===== src/rtl/program_loader.sv =====
// Boot loader: frames a UART byte stream as a word-count header plus payload and writes it into program RAM.
// Holds the CPU for the whole load; the CPU's RAM port is a pass-through only while idle.
module program_loader #(
    parameter logic [31:0] ADDR_BASE = 32'h0002_0000,
    parameter int          MAX_WORDS = 4096
) (
    input  logic        clk_in,
    input  logic        rst_in,
    input  logic        load_start_in,
    input  logic [7:0]  rx_data_in,
    input  logic        rx_valid_in,
    output logic        rx_ready_out,
    input  logic [31:0] cpu_addr_in,
    input  logic [31:0] cpu_data_in,
    input  logic [3:0]  cpu_write_enable_in,
    output logic [31:0] ram_addr_out,
    output logic [31:0] ram_data_out,
    output logic [3:0]  ram_write_enable_out,
    output logic        cpu_hold_out,
    output logic        busy_out,
    output logic        done_out,
    output logic        error_out,
    output logic [12:0] words_loaded_out
);

    localparam logic [2:0] S_IDLE  = 3'd0;
    localparam logic [2:0] S_LEN   = 3'd1;
    localparam logic [2:0] S_DATA  = 3'd2;
    localparam logic [2:0] S_WRITE = 3'd3;
    localparam logic [2:0] S_DRAIN = 3'd4;
    localparam logic [2:0] S_DONE  = 3'd5;

    localparam logic [31:0] MAX_WORDS_W = 32'(MAX_WORDS);

    logic [2:0]  r_state;
    logic [2:0]  w_next_state;
    logic [1:0]  r_byte_cnt;
    logic [31:0] r_len;
    logic [31:0] r_buf;
    logic [12:0] r_index;
    logic [12:0] r_words_loaded;
    logic        r_drain_cnt;
    logic        r_busy;
    logic        r_hold;
    logic        r_done;
    logic        r_error;

    logic        w_rx_fire;
    logic        w_last_byte;
    logic [31:0] w_len_full;
    logic        w_len_bad;
    logic        w_last_word;
    logic [31:0] w_write_addr;

    assign rx_ready_out = (r_state == S_LEN) || (r_state == S_DATA);
    assign w_rx_fire    = rx_valid_in & rx_ready_out;
    assign w_last_byte  = (r_byte_cnt == 2'd3);

    // Bytes shift in from the top, so the first byte lands in [7:0] after four shifts.
    assign w_len_full   = {rx_data_in, r_len[31:8]};
    assign w_len_bad    = (w_len_full == 32'd0) || (w_len_full > MAX_WORDS_W);
    assign w_last_word  = ({19'd0, r_index + 13'd1} == r_len);
    assign w_write_addr = ADDR_BASE + {17'd0, r_index, 2'b00};

    always_comb begin
        w_next_state = r_state;
        case (r_state)
            S_IDLE:  if (load_start_in) w_next_state = S_LEN;
            S_LEN:   if (w_rx_fire && w_last_byte) w_next_state = w_len_bad ? S_IDLE : S_DATA;
            S_DATA:  if (w_rx_fire && w_last_byte) w_next_state = S_WRITE;
            S_WRITE: w_next_state = w_last_word ? S_DRAIN : S_DATA;
            S_DRAIN: if (r_drain_cnt) w_next_state = S_DONE;
            S_DONE:  w_next_state = S_IDLE;
            default: w_next_state = S_IDLE;
        endcase
    end

    always_ff @(posedge clk_in) begin
        if (rst_in) begin
            r_state        <= S_IDLE;
            r_byte_cnt     <= 2'd0;
            r_len          <= 32'd0;
            r_buf          <= 32'd0;
            r_index        <= 13'd0;
            r_words_loaded <= 13'd0;
            r_drain_cnt    <= 1'b0;
            r_busy         <= 1'b0;
            r_hold         <= 1'b0;
            r_done         <= 1'b0;
            r_error        <= 1'b0;
        end else begin
            r_state <= w_next_state;
            r_busy  <= (w_next_state != S_IDLE);
            r_hold  <= (w_next_state != S_IDLE);
            r_done  <= (w_next_state == S_DONE);
            case (r_state)
                S_IDLE: begin
                    if (load_start_in) begin
                        r_byte_cnt     <= 2'd0;
                        r_len          <= 32'd0;
                        r_index        <= 13'd0;
                        r_words_loaded <= 13'd0;
                        r_error        <= 1'b0;
                    end
                end
                S_LEN: begin
                    if (w_rx_fire) begin
                        r_len      <= w_len_full;
                        r_byte_cnt <= r_byte_cnt + 2'd1;
                        if (w_last_byte && w_len_bad) r_error <= 1'b1;
                    end
                end
                S_DATA: begin
                    if (w_rx_fire) begin
                        r_buf      <= {rx_data_in, r_buf[31:8]};
                        r_byte_cnt <= r_byte_cnt + 2'd1;
                    end
                end
                S_WRITE: begin
                    r_index        <= r_index + 13'd1;
                    r_words_loaded <= r_words_loaded + 13'd1;
                    r_drain_cnt    <= 1'b0;
                end
                S_DRAIN: r_drain_cnt <= 1'b1;
                default: ;
            endcase
        end
    end

    // CPU writes arriving while the loader owns the port are dropped, never queued.
    always_comb begin
        if (r_state == S_IDLE) begin
            ram_addr_out         = cpu_addr_in;
            ram_data_out         = cpu_data_in;
            ram_write_enable_out = cpu_write_enable_in;
        end else begin
            ram_addr_out         = w_write_addr;
            ram_data_out         = r_buf;
            ram_write_enable_out = (r_state == S_WRITE) ? 4'b1111 : 4'b0000;
        end
    end

    assign busy_out         = r_busy;
    assign cpu_hold_out     = r_hold;
    assign done_out         = r_done;
    assign error_out        = r_error;
    assign words_loaded_out = r_words_loaded;

endmodule


===== config.mk =====
export PLATFORM = sky130hd
export DESIGN_NAME = program_loader
export DESIGN_NICKNAME = d
export VERILOG_FILES = /design/src/rtl/program_loader.sv
export SDC_FILE = /design/constraint.sdc
export NUM_CORES = 1
export LEC_CHECK = 0
export CORE_UTILIZATION = 45
export DETAILED_ROUTE_END_ITERATION = 12
export GPL_TIMING_DRIVEN = 0
export PLACE_DENSITY = 0.78
export SLEW_MARGIN = 20
export SYNTH_ARGS = -nofsm -noshare
export SYNTH_HDL_FRONTEND = slang
export SYNTH_SLANG_ARGS = --single-unit

===== constraint.sdc =====
create_clock -name clk_in -period 3.1 [get_ports clk_in]
set_clock_uncertainty 0.2 [all_clocks]
set_input_delay 0.62 -clock clk_in [delete_from_list [all_inputs] [get_ports clk_in]]
set_output_delay 0.62 -clock clk_in [all_outputs]
set_load 0.01 [all_outputs]

**Yosys cells after proc, flatten, opt, wreduce, memory -nomap -nowiden**

Index checks and enable logic that the tools add are counted.

- Register bits after elaboration: 99
- Bits of input ports: 80

- Add/subtract/negate cells: 4
- $lt $le $gt $ge: 1
- Eq/ne operators: 11
- Muxes and demuxes: 25
- Bitwise gates (word level): 1
- Reductions and logical operators: 17

Operators by type and width:

| kind | count |
|---|---|
| 32-bit two-way mux | 4 |
| 32-bit case mux with 2 select lines | 1 |
| 13-bit case mux with 2 select lines | 2 |
| 13-bit by 32-bit == test with 1-bit output | 1 |
| 32-bit by 13-bit greater-than comparator with 1-bit output (second input constant) | 1 |
| 32-bit zero test | 1 |
| 13-bit by 1-bit adder with 13-bit output (second input constant) | 2 |
| 18-bit by 15-bit adder with 19-bit output (first input constant) | 1 |
| 3-bit two-way mux | 5 |
| 3-bit case mux with 5 select lines | 1 |
| 13-bit two-way mux | 1 |
| 4-bit two-way mux | 2 |
| 2-bit nonzero test | 4 |
| 3-bit by 2-bit == test with 1-bit output (second input constant) | 2 |
| 3-bit == test (second input constant) | 2 |
| 2-bit two-way mux | 3 |
| 3-bit AND reduction | 2 |
| 2-bit by 1-bit inequality test with 1-bit output (second input constant) | 2 |
| 2-bit inequality test (second input constant) | 2 |
| 1-bit case mux with 2 select lines | 2 |
| 2-bit case mux with 2 select lines | 1 |
| 2-bit AND reduction | 2 |
| 4-bit AND reduction | 1 |
| 3-bit by 1-bit == test with 1-bit output (second input constant) | 1 |
| 9 further kinds | 13 |

**Depth between registers and ports, before layout**

Gate-level depths: netlist of the first run.

- Word-level depth: 7
- Depth in mapped cells: 9

**Least setup slack after synthesis of the first run**

No wires, ideal clock.

- Path kind: register -> output
- Start: reg r_state[1]
- End: out ram_addr_out[10]
- Data arrival time: 1562 ps
- Data required time: 2280 ps
- Setup slack: 718 ps
- Cell stages (with the launch flop): 5
- Buffers on the path: 2
- Cells stage by stage: dfxtp_1 > buf_2 > nor3_2 > clkbuf_1 > mux2_2

- Longest elaborated chain between the ends: 2

Ends and longest elaborated chain:

| item | line | source |
|---|---|---|
| start, declared | 35 | `logic [2:0] r_state;` |
| start signal, assigned | 92 | `r_state <= w_next_state;` |
| 3-bit zero test | 132 | `if (r_state == S_IDLE) begin` |
| 32-bit two-way mux | 132 |  |
| end, declared | 16 | `output logic [31:0] ram_addr_out,` |

Every way passes these cells.

**Final worst setup path of the first run**

- Start: reg r_state[2]
- End: out ram_data_out[16]

- Longest elaborated chain between the ends: 2

Ends and longest elaborated chain:

| item | line | source |
|---|---|---|
| 3-bit zero test | 132 |  |
| 32-bit two-way mux | 132 |  |
| end, declared | 17 | `output logic [31:0] ram_data_out,` |

Every way passes these cells.

==> results of run 1 <==
critical path, cell delays in order, from the launching register on:
cell	delay [ns]
dfxtp_1	0.30
buf_2	0.17
nor3_4	0.20
buf_4	0.17
buf_4	0.19
mux2_2	0.37
clkdlybuf4s50_1	0.48
stage by stage:
| step | power [uW] | instance area [sq um] | worst slack (ns) |
|---|---|---|---|
| final | 2991 | 7303 | 0.06048 |
| after global routing | 3104 | 7303 | -0.01837 |
| after CTS | 2998 | 7292 | 0.008994 |
| after detailed placement | 1847 | 6938 | -0.2537 |
| after global placement | 1835 | 6938 | -0.1991 |
| after floorplan | 1544 | 5121 | 0.7184 |
timing repair:
action / 4_1_cts / 5_1_grt
setup buffers: 2 / 0
endpoints found under the hold margin: 0 / 0
endpoints found under the setup margin: 68 / 48
resized for setup: 14 / 14
pin swaps: 1 / 0
Yosys cell counts, drive strengths merged (5+ instances only):
library cell  instances
nand2               138
dfxtp                99
a21oi                98
nand3                49
mux2                 45
clkbuf               37
nor2                 36
and2                 22
buf                  15
o21ai                13
xnor2                10
xor2                  8
and3                  7
nor4                  7
a31oi                 6
nand4                 6
nor3                  6
a311oi                5
or2                   5
how the worst max path moves through the flow:
stage | endpoint | depth (start not counted)
3_3_place_gp | ram_addr_out[4] | 5
4_1_cts | ram_addr_out[9] | 6
5_1_grt | ram_data_out[16] | 6
6_report | ram_data_out[16] | 6
2_1_floorplan | ram_addr_out[10] | 4
3_5_place_dp | ram_addr_out[9] | 5
power by group:
group          switching [uW]  internal (uW)  total (uW)
registers                8.10           1280        1290
logic                     237            308         545
clock network             503            656        1160
total                     749           2240        2990
cell families after synthesis:
kind of cell	share of synthesized area, %
AO/OA/AOI/OAI	15.54
XOR/XNOR	3.078
adder cells (fa/ha/maj)	0.7330
buffers and inverters	4.911
flip-flops	38.70
multiplexers	9.895
AND/OR/NAND/NOR	27.14
flip-flops by register name, indices dropped and copies added, names as in the netlist, 2 cells and up:
signal and cells:
r_index 13, r_buf 32, words_loaded_out 13, r_state 3
r_byte_cnt 2, r_len 32
final cells by class:
type / count / area, sq um / share of cell area [%]
plain buffers: 50 / 256.5 / 3.512
clock buffers: 10 / 239.0 / 3.272
clock inverters: 6 / 73.82 / 1.011
inverters: 3 / 11.26 / 0.1542
multi-input cells: 502 / 2899 / 39.70
flip-flops and latches: 99 / 1982 / 27.14
well taps: 140 / 175.2 / 2.398
repair buffers: 166 / 1667 / 22.82
routing by layer:
| metal | up-vias | global-route usage, % | share of wire, % |
|---|---|---|---|
| met4 | 0 | 11.29 | 2.5 |
| li1 | 2630 | - | - |
| met1 | 2531 | 34.92 | 43 |
| met3 | 29 | 2.929 | 6.2 |
| met2 | 234 | 43.31 | 48 |
| met5 | - | 0 | 0 |
==> impl_metrics.json, run 1 <==
{
  "reg2regPathDepth": 7,
  "syn-cell-area_sq_mm": 0.005121,
  "syn_avg_cell_area_sq_um": 7.807,
  "crit_start": "r_state[2]$_SDFF_PP0_",
  "cap_viol_max_count": 0,
  "whs_path_depth": 2,
  "place_congestion": 0.9124,
  "synth_cell_types": 53,
  "synth-main-ff-cell": "dfxtp_1",
  "drtIter0Drc": 315,
  "first_global_vias": 5112,
  "fin_cells": 976,
  "reg2reg_slack_ns": 0.43,
  "track_usage_pct": 26.33,
  "cts_root_buffer": "clkbuf_16",
  "cts_tree": "yes",
  "nFillCells": 925,
  "min_period_ns": 3.040,
  "rows": 38,
  "synth_fp_nets": 739,
  "vias": 5424,
  "routed_via_density": 5.557,
  "arrival_ns": 2.22,
  "p_leak_uw": 0.002612,
  "drtAntennaViolNets": 0,
  "ir_drop_v": 0.0003047,
  "grt_start_max_net_pins": 18,
  "dieWidth_microns": 108.7,
  "hold_path_end": "r_len[3]$_SDFFE_PP0P_",
  "grt-ovfl-total": 0,
  "finalSetupViolations": 0,
  "post-route-util_pct": 66.50,
  "initial_core_util_pct": 46.63,
  "synth.area.top_cells": "dfxtp_1 39%, nand2_1 10%, mux2_2 9.9%",
  "hp-class": "reg2reg",
  "maxSlewHeadroom_pct": 60.30,
  "run_status": "finished, final reports clean",
  "final_layout_size_suffix_gt1_share_pct": 11.96,
  "port_buffers": 164,
  "wire_per_inst_microns": 15.90,
  "post-synth-top-area-cell": "dfxtp_1",
  "route.detailed.drc": 0,
  "final_max_slew_viol_count": 0,
  "min_from": "r_len[3]$_SDFFE_PP0P_",
  "clkTransAtPathRegs_ns": 0.07,
  "io_pins": 166,
  "cts_hold_buf": 0,
  "cts.sinks": 99,
  "synth_edf_count": 0,
  "timing.hold.ws_ns": 0.2630,
  "start_kind": "flip-flop",
  "syn2layout_area_growth_pct": 42.61,
  "htree_levels": 3,
  "die_y_microns": 108.7,
  "finalHoldViolations": 0,
  "synth-seq-cells": 99,
  "synth-async-reset-ratio_pct": 0,
  "clk_latency_ns": 0.34,
  "synth_cells": 656,
  "final_cell_mix": "160 x clkdlybuf4s50_1, 138 x nand2_1, 99 x dfxtp_1",
  "crit_type": "reg2out",
  "r2r-end": "r_state[1]$_SDFF_PP0_",
  "die_area_sq_mm": 0.01181,
  "worst_slew_pin_slew_ns": 0.5955,
  "grt_pass1_wl_microns": 24590,
  "ys_seq_area_share_pct": 38.70,
  "hpwl_microns": 11840,
  "crit_fanout": 10,
  "post-place-cells": 960,
  "routed_wl_microns": 15510,
  "cts_buffer_depth": 2,
  "fmax_mhz": 329.0,
  "cp-end-kind": "output port",
  "yosysTopAreaCellShare_pct": 38.70,
  "r2r_start": "r_index[0]$_SDFFE_PP0P_",
  "cts_buffers": 9,
  "cellPowerDensity_mw_per_mm2": 409.6,
  "period_share_pct": 98.05,
  "rsz0062_at_grt": "yes",
  "nNetsFinal": 914,
  "grt_antenna_before_repair": 0,
  "final_common_cell": "clkdlybuf4s50_1",
  "detail_route.first_pass.iterations": 5,
  "diodes": 0,
  "required_ns": 2.28,
  "core_sq_mm": 0.01098,
  "setup_tns_ns": 0,
  "yosys_warnings": 0
}
(Power assumes the default switching activity.)
==> run 2: changes to the inputs <==
SKIP_CTS_REPAIR_TIMING = 1   (was not set)
==> run 2 against run 1 <==
Total power grew 0.14%; non-clock buffer count grew 1; design area is essentially flat; worst setup slack gained 0.00053 ns; sequential power is essentially flat; die area is the same; cell count grew 0.10%.
==> impl_metrics.json, run 2 (synthesis gave the netlist of run 1 again) <==
{
  "htree_levels": 3,
  "final_common_cell": "clkdlybuf4s50_1",
  "core_sq_mm": 0.01098,
  "required_ns": 2.28,
  "period_share_pct": 98.03,
  "diodes": 0,
  "initial_core_util_pct": 46.63,
  "p_leak_uw": 0.002583,
  "hp-class": "reg2reg",
  "rows": 38,
  "maxSlewHeadroom_pct": 60.44,
  "routed_wl_microns": 15580,
  "rsz0062_at_grt": "yes",
  "vias": 5453,
  "dieWidth_microns": 108.7,
  "reg2reg_slack_ns": 0.44,
  "run_status": "finished, final reports clean",
  "place_congestion": 0.9124,
  "hpwl_microns": 11840,
  "top_regs": "r_buf: 32 flops, r_len: 32 flops",
  "start_kind": "flip-flop",
  "finalHoldViolations": 0,
  "nNetsFinal": 915,
  "io_pins": 166,
  "cts_buffer_depth": 2,
  "grt_start_max_net_pins": 18,
  "final_cell_mix": "163 x clkdlybuf4s50_1, 138 x nand2_1, 99 x dfxtp_1",
  "drtAntennaViolNets": 0,
  "timing.hold.ws_ns": 0.2628,
  "worst_slew_pin_slew_ns": 0.5934,
  "cts.sinks": 99,
  "fin_area_sq_mm": 0.007307,
  "grt-ovfl-total": 0,
  "cts_root_buffer": "clkbuf_16",
  "grt_pass1_wl_microns": 24450,
  "first_global_vias": 5074,
  "cellPowerDensity_mw_per_mm2": 409.9,
  "clkTransAtPathRegs_ns": 0.07,
  "ir_drop_v": 0.0003040,
  "final_max_slew_viol_count": 0,
  "route.detailed.drc": 0,
  "port_buffers": 164,
  "die_y_microns": 108.7,
  "syn2layout_area_growth_pct": 42.68,
  "drtIter0Drc": 301,
  "place_area_sq_mm": 0.006938,
  "final_layout_size_suffix_gt1_share_pct": 12.07,
  "die_area_sq_mm": 0.01181,
  "fmax_mhz": 329.1,
  "finalSetupViolations": 0,
  "routed_via_density": 5.581,
  "crit_type": "reg2out",
  "min_period_ns": 3.039,
  "cap_viol_max_count": 0,
  "wire_per_inst_microns": 15.94,
  "cts_buffers": 9,
  "grt_antenna_before_repair": 0,
  "cp-end-kind": "output port",
  "setup_tns_ns": 0,
  "cts_tree": "yes",
  "clk_latency_ns": 0.34,
  "detail_route.first_pass.iterations": 5,
  "track_usage_pct": 26.20,
  "crit_fanout": 10,
  "arrival_ns": 2.22,
  "post-route-util_pct": 66.53
}
## run 2: path summary, 6_finish.rpt
path	start	to	cells past startpoint
max	r_state[2]$_SDFF_PP0_	ram_addr_out[9]	6
min	r_len[3]$_SDFFE_PP0P_	r_len[3]$_SDFFE_PP0P_	2
min reg2reg	r_len[3]$_SDFFE_PP0P_	r_len[3]$_SDFFE_PP0P_	2
max reg2reg	r_index[0]$_SDFFE_PP0P_	r_state[1]$_SDFF_PP0_	7
## run 2: layout make-up
type	count	area [sq um]
fill	928	3676
multi-input combinational	502	2899
sequential	99	1982
timing repair buffer	166	1659
buffer	51	267.8
clock buffer	10	239.0
tap	140	175.2
clock inverter	6	73.82
inverter	3	11.26
## run 2: per-stage QoR
step / instances / power, uW / setup WS [ns]
detailed placement: 960 / 1847 / -0.2537
floorplan: 656 / 1544 / 0.7184
global route: 977 / 3106 / -0.02898
global placement: 960 / 1835 / -0.1991
finish: 977 / 2995 / 0.06100
CTS: 976 / 2990 / -0.6328
## run 2: worst max-delay path: stages, from the launching register on
cell             delay [ns]
dfxtp_1                0.30
buf_2                  0.17
nor3_4                 0.20
buf_4                  0.19
buf_6                  0.18
mux2_2                 0.35
clkdlybuf4s50_1        0.48
## run 2: layer usage
| metal | global-route usage (%) | up-vias | wire length (microns) |
|---|---|---|---|
| li1 | - | 2636 | - |
| met1 | 34.77 | 2552 | 6552 |
| met2 | 43.08 | 233 | 7619 |
| met3 | 2.809 | 32 | 1005 |
| met4 | 11.39 | 0 | 400 |
| met5 | 0 | - | 0 |
## run 2: power breakdown
group / switching [uW] / total [uW] / internal [uW]
sequential: 8.04 / 1290 / 1280
clock: 506 / 1160 / 657
combinational: 237 / 546 / 309
total: 751 / 3000 / 2240
